File: src/rtl/flex_timer_pkg.sv
// Shared direction encodings and timer mode type for the flex timer.
package flex_timer_pkg;

  localparam logic DIR_UP   = 1'b0;
  localparam logic DIR_DOWN = 1'b1;

  typedef enum logic {
    AUTO_RELOAD = 1'b0,
    ONE_SHOT    = 1'b1
  } timer_mode_t;

endpackage

File: src/rtl/flex_timer_if.sv
// Configuration/status bundle between the register block (master) and the timer (slave).
interface flex_timer_if #(
  parameter int unsigned NUM_CNT_BITS  = 8,
  parameter int unsigned PRESCALE_BITS = 4
);

  logic                     clear;
  logic                     enable;
  logic                     count_down;
  logic                     one_shot;
  logic [PRESCALE_BITS-1:0] prescale;
  logic [NUM_CNT_BITS-1:0]  rollover_val;
  logic                     load;
  logic [NUM_CNT_BITS-1:0]  load_val;
  logic [NUM_CNT_BITS-1:0]  count_out;
  logic                     rollover_flag;
  logic                     done;
  logic                     running;

  modport master (
    output clear, enable, count_down, one_shot, prescale, rollover_val, load, load_val,
    input  count_out, rollover_flag, done, running
  );

  modport slave (
    input  clear, enable, count_down, one_shot, prescale, rollover_val, load, load_val,
    output count_out, rollover_flag, done, running
  );

endinterface

File: src/rtl/flex_prescaler.sv
// Divides enabled cycles: tick fires on every (prescale+1)-th enabled cycle.
module flex_prescaler #(
  parameter int unsigned PRESCALE_BITS = 4
) (
  input  logic                     clk,
  input  logic                     n_rst,
  input  logic                     clear,
  input  logic                     enable,
  input  logic [PRESCALE_BITS-1:0] prescale,
  output logic                     tick
);

  logic [PRESCALE_BITS-1:0] pcnt_q, pcnt_d;

  // Prescale count register.
  always_ff @(posedge clk or negedge n_rst) begin
    if (!n_rst) pcnt_q <= '0;
    else        pcnt_q <= pcnt_d;
  end

  // Next count and tick; a lowered prescale simply lets pcnt wrap through its full width.
  always_comb begin
    pcnt_d = pcnt_q;
    tick   = 1'b0;
    if (clear) begin
      pcnt_d = '0;
    end else if (enable) begin
      if (pcnt_q == prescale) begin
        tick   = 1'b1;
        pcnt_d = '0;
      end else begin
        pcnt_d = pcnt_q + PRESCALE_BITS'(1);
      end
    end
  end

endmodule

File: src/rtl/flex_timer.sv
// Up/down timer with prescaler, one-shot/auto-reload modes, load and sticky done flag.
module flex_timer
  import flex_timer_pkg::*;
#(
  parameter int unsigned NUM_CNT_BITS  = 8,
  parameter int unsigned PRESCALE_BITS = 4
) (
  input logic       clk,
  input logic       n_rst,
  flex_timer_if.slave bus
);

  logic [NUM_CNT_BITS-1:0] count_q, count_d;
  logic                    flag_q, flag_d;
  logic                    done_q, done_d;
  logic                    tick;
  logic                    wrap;
  timer_mode_t             mode;

  assign mode = timer_mode_t'(bus.one_shot);

  // Prescaler restarts on clear/load and freezes once a one-shot run has finished.
  flex_prescaler #(
    .PRESCALE_BITS(PRESCALE_BITS)
  ) u_prescaler (
    .clk      (clk),
    .n_rst    (n_rst),
    .clear    (bus.clear | bus.load),
    .enable   (bus.enable & ~done_q),
    .prescale (bus.prescale),
    .tick     (tick)
  );

  // Counter, wrap pulse and done registers.
  always_ff @(posedge clk or negedge n_rst) begin
    if (!n_rst) begin
      count_q <= '0;
      flag_q  <= 1'b0;
      done_q  <= 1'b0;
    end else begin
      count_q <= count_d;
      flag_q  <= flag_d;
      done_q  <= done_d;
    end
  end

  // Next state: clear > load > tick > hold; terminal compare precedes any arithmetic wrap.
  always_comb begin
    count_d = count_q;
    flag_d  = 1'b0;
    done_d  = done_q;
    wrap    = 1'b0;
    if (bus.clear) begin
      count_d = '0;
      done_d  = 1'b0;
    end else if (bus.load) begin
      count_d = bus.load_val;
      done_d  = 1'b0;
    end else if (tick) begin
      case (bus.count_down)
        DIR_UP: begin
          if (count_q >= bus.rollover_val) begin
            count_d = '0;
            wrap    = 1'b1;
          end else begin
            count_d = count_q + NUM_CNT_BITS'(1);
          end
        end
        DIR_DOWN: begin
          if (count_q == '0) begin
            count_d = bus.rollover_val;
            wrap    = 1'b1;
          end else begin
            count_d = count_q - NUM_CNT_BITS'(1);
          end
        end
      endcase
      flag_d = wrap;
      if (wrap && (mode == ONE_SHOT)) done_d = 1'b1;
    end
  end

  assign bus.count_out     = count_q;
  assign bus.rollover_flag = flag_q;
  assign bus.done          = done_q;
  assign bus.running       = bus.enable & ~done_q;

endmodule

File: src/flat_wrapper.sv
// flat-port wrapper written by rule: the top's interface ports become plain ports
module flex_timer_flat import flex_timer_pkg::*;
#(
  parameter int unsigned NUM_CNT_BITS  = 8,
  parameter int unsigned PRESCALE_BITS = 4
)
  (clk, n_rst, bus_clear, bus_enable, bus_count_down, bus_one_shot, bus_prescale, bus_rollover_val, bus_load, bus_load_val, bus_count_out, bus_rollover_flag, bus_done, bus_running);
  flex_timer_if #(.NUM_CNT_BITS(NUM_CNT_BITS), .PRESCALE_BITS(PRESCALE_BITS)) bus_i ();
  input logic clk;
  input logic n_rst;
  input wire logic [$bits(bus_i.clear)-1:0] bus_clear;
  input wire logic [$bits(bus_i.enable)-1:0] bus_enable;
  input wire logic [$bits(bus_i.count_down)-1:0] bus_count_down;
  input wire logic [$bits(bus_i.one_shot)-1:0] bus_one_shot;
  input wire logic [$bits(bus_i.prescale)-1:0] bus_prescale;
  input wire logic [$bits(bus_i.rollover_val)-1:0] bus_rollover_val;
  input wire logic [$bits(bus_i.load)-1:0] bus_load;
  input wire logic [$bits(bus_i.load_val)-1:0] bus_load_val;
  output wire logic [$bits(bus_i.count_out)-1:0] bus_count_out;
  output wire logic [$bits(bus_i.rollover_flag)-1:0] bus_rollover_flag;
  output wire logic [$bits(bus_i.done)-1:0] bus_done;
  output wire logic [$bits(bus_i.running)-1:0] bus_running;
  assign bus_i.clear = bus_clear;
  assign bus_i.enable = bus_enable;
  assign bus_i.count_down = bus_count_down;
  assign bus_i.one_shot = bus_one_shot;
  assign bus_i.prescale = bus_prescale;
  assign bus_i.rollover_val = bus_rollover_val;
  assign bus_i.load = bus_load;
  assign bus_i.load_val = bus_load_val;
  assign bus_count_out = bus_i.count_out;
  assign bus_rollover_flag = bus_i.rollover_flag;
  assign bus_done = bus_i.done;
  assign bus_running = bus_i.running;
  flex_timer #(.NUM_CNT_BITS(NUM_CNT_BITS), .PRESCALE_BITS(PRESCALE_BITS)) u_core (.clk(clk), .n_rst(n_rst), .bus(bus_i));
endmodule
File: config.mk
export PLATFORM = sky130hd
export DESIGN_NAME = flex_timer_flat
export DESIGN_NICKNAME = d
export VERILOG_FILES = /design/src/rtl/flex_timer_pkg.sv /design/src/rtl/flex_timer_if.sv /design/src/rtl/flex_prescaler.sv /design/src/rtl/flex_timer.sv /design/src/flat_wrapper.sv
export SDC_FILE = /design/constraint.sdc
export NUM_CORES = 1
export LEC_CHECK = 0
export BUFFER_PORTS_ARGS = -buffer_cell sky130_fd_sc_hd__buf_2
export CAP_MARGIN = 20
export CORE_ASPECT_RATIO = 0.7
export CORE_UTILIZATION = 45
export DETAILED_ROUTE_END_ITERATION = 10
export HOLD_SLACK_MARGIN = 0.08
export PLACE_DENSITY = 0.68
export SETUP_SLACK_MARGIN = 0.5
export SKIP_LAST_GASP = 1
export SYNTH_ARGS = -nofsm -noshare
export SYNTH_HDL_FRONTEND = slang
export SYNTH_SLANG_ARGS = --single-unit
export TNS_END_PERCENT = 100
File: constraint.sdc
create_clock -name clk -period 2 [get_ports clk]
set_input_delay 0.6 -clock clk [delete_from_list [all_inputs] [get_ports clk]]
set_output_delay 0.6 -clock clk [all_outputs]
set_load 0.02 [all_outputs]
==> impl_metrics.json <==
{
  "area_growth_pct": 55.6,
  "crit_required_ps": 2140,
  "peakVddDrop_mv": 0.412,
  "endpoint_kind": "register",
  "grt_setup_unrepaired": "true",
  "p_per_area_nw_per_um2": 467,
  "synth_fp_nets": 218,
  "synth_area_leaders": "dfrtp_1, ha_1, xnor2_1",
  "drc": 0,
  "synth_area_leader_cell": "dfrtp_1",
  "combPwrFrac_pct": 45.9,
  "intPower_uw": 674,
  "grt_max_degree": 15,
  "dieHeight_um": 49.6,
  "drv_slew": 0,
  "track_usage_pct": 30.3,
  "fp.dieW_um": 69.9,
  "fmax_ghz": 0.516,
  "r2r_cells": 7,
  "worst_pin_slew_ps": 448,
  "coreArea_sq_um": 2920,
  "switching_share_pct": 36.2,
  "cp_max_fo": 6,
  "dpl_worst_slack_ps": -244,
  "placed_cells": 269,
  "p_sw_uw": 383,
  "yosysWarnings": 0,
  "run_status": "completed",
  "r2r-end": "u_core.bus.count_out[5]",
  "period_needed_ps": 1940,
  "dr.pass1.iters": 4,
  "clk_pin_slew_ps": 60,
  "setup_viol": 0,
  "grt_pass1_vias": 1712,
  "busiest_layer": "met2",
  "h-tree-depth": 1,
  "p_leak_nw": 1.05,
  "synthCells": 179,
  "num_vias": 1752,
  "viasPerCell": 6.00,
  "final_cells": 292,
  "clock-sinks": 14,
  "cts_root_buf": "clkbuf_8",
  "insertedDiodeCount": 0,
  "crit_arrival_ps": 2080,
  "start_util_pct": 49.7,
  "p_seq_share_pct": 30.0,
  "fp-row-count": 16,
  "die-area_sq_um": 3470,
  "fin_util_pct": 77.4,
  "antenna_found_initial": 0,
  "fin_crit_sh_pct": 96.9,
  "io_pins": 38,
  "synth_edf_count": 0,
  "placed_area_sq_um": 1900,
  "clockBufferDepth": 2,
  "grt_overflow": 0,
  "dp_hpwl_um": 3730,
  "worstSetupPathType": "input pin to register",
  "postSynth.asyncResetShare_pct": 100,
  "reg2reg_slack_ps": 70,
  "hold_viol": 0,
  "syn_area_sq_um": 1450,
  "cts_buffers": 3,
  "cts_hold_buf": 0,
  "drive_gt1_share_pct": 51.2,
  "p_total_mw": 1.06,
  "nNetsFinal": 296,
  "postRouteAntennaNets": 0,
  "max_slew_margin_pct": 69.9,
  "clockPowerShare_pct": 24.1,
  "drt_wl_total_um": 5190,
  "use_met2_pct": 50.3,
  "clk_latency_ps": 250,
  "setup_slack_ps": 62.5,
  "maxCapViolCount": 0,
  "rr_startpoint": "u_core.bus.count_out[6]",
  "synth.yosys.seq_area_share_pct": 24.1,
  "drt-wirelength-per-cell_um": 17.8,
  "syn_area_per_cell_sq_um": 8.12,
  "use_met1_pct": 41.3,
  "use_met3_pct": 6.54,
  "dr.first_iter.drc_count": 186,
  "clock_skew_ps": 2.58,
  "yosys_register_bits": 14,
  "fillers": 225,
  "netlist.area_leader.share_pct": 24.1,
  "critPathLaunchType": "input pin",
  "cts_tree": "built",
  "place_congestion": 0.918,
  "final_cell_area_sq_um": 2260,
  "port_buffers": 37,
  "synth-main-ff-cell": "dfrtp_1",
  "hp-class": "input pin to asynchronous set/reset pin",
  "synth_cell_types": 55,
  "grt_pass1_wl_um": 8170
}
## cell usage in the layout (no fill, tap or decap), types with 5 or more instances in the layout
| master | count |
|---|---|
| dfrtp_1 | 5 |
| xnor2_1 | 11 |
| nand3_1 | 5 |
| buf_6 | 13 |
| inv_1 | 9 |
| ha_1 | 8 |
| buf_4 | 40 |
| a21oi_1 | 14 |
| nor2_1 | 7 |
| dfrtp_2 | 9 |
| buf_2 | 28 |
| nand2_1 | 15 |
## power groups by stage
stage | Sequential [mW] | Clock, mW | Combinational, mW
floorplan | 0.331 | 0 | 0.234
CTS | 0.315 | 0.258 | 0.437
finish | 0.317 | 0.254 | 0.485
global placement | 0.319 | 0 | 0.384
detailed placement | 0.321 | 0 | 0.396
global route | 0.318 | 0.275 | 0.521
## cell type report
type | count | area [sq um] | share of cell area [%]
Timing Repair Buffer | 83 | 622 | 27.5
Tap cell | 36 | 45.0 | 1.99
Sequential cell | 14 | 362 | 16.0
Multi-Input combinational cell | 140 | 1110 | 49.2
Inverter | 15 | 76.3 | 3.37
Clock buffer | 4 | 45.0 | 1.99
## timing repair
item | 4_1_cts | 5_1_grt
cloned | 0 | 0
setup buffers | 8 | 11
gates resized for setup | 26 | 24
setup endpoints to repair | 19 | 22
pin swaps | 6 | 4
## worst max-delay path by stage
stage | startpoint | endpoint | cells after the start
after detailed placement | bus_rollover_val[6] | u_core.bus.count_out[5] | 9
after global placement | bus_rollover_val[6] | u_core.bus.count_out[2] | 8
after CTS | bus_rollover_val[6] | u_core.bus.count_out[5] | 9
final | bus_rollover_val[6] | u_core.bus.count_out[5] | 9
after global routing | u_core.bus.count_out[0] | u_core.bus.count_out[6] | 7
after floorplan | bus_rollover_val[6] | u_core.bus.count_out[5] | 8
## flip-flops by register name, indices dropped and copies added (netlist names)
name and cells:
u_core.bus.done 1, u_core.bus.count_out 8, u_core.bus.rollover_flag 1, u_core.u_prescaler.pcnt_q 4
## cells in the mapped netlist (2+ instances only)
master      n
nand2_1    16
a21oi_1    15
dfrtp_1    14
inv_1      14
ha_1       12
xnor2_1    11
nor2_1      8
nor3_1      7
o21ai_0     6
nand3_1     5
a31oi_1     4
buf_2       4
clkbuf_1    4
and3_1      3
nand2b_1    3
nand4_1     3
o211ai_1    3
o31ai_1     3
a2111oi_0   2
a21o_1      2
a21oi_2     2
a221oi_1    2
and2_1      2
nor3b_1     2
o21bai_1    2
## routing by layer
layer	part of all wire (%)	vias up	wire, um
met2	48	94	2490
met5	0	-	0
met4	0.77	0	40
met3	7.5	7	389
met1	44	828	2270
li1	-	823	-
## per-stage QoR
stage | hold WS (ps) | setup TNS [ps]
after global placement | 515 | -1050
after floorplan | 304 | 0
after global routing | 273 | 0
after detailed placement | 526 | -1340
final | 245 | 0
after CTS | 255 | 0
## critical path, cell delays in order
cell,delay (ps)
buf_8,100
inv_12,30
ha_4,220
a21o_1,160
a211o_1,300
a21oi_2,160
buf_6,150
a31oi_1,70
o32ai_1,290
## logic make-up after synthesis
logic type      count (synthesis)  share of synthesized area, %
xor+xnor                       12                          7.23
simple gates                   61                          23.3
compound gates                 55                          27.5
fa+ha+maj                      12                          10.3
flops                          14                          24.1
buf+inv                        25                          7.57
Note: power is estimated with default switching activity, not from simulation.
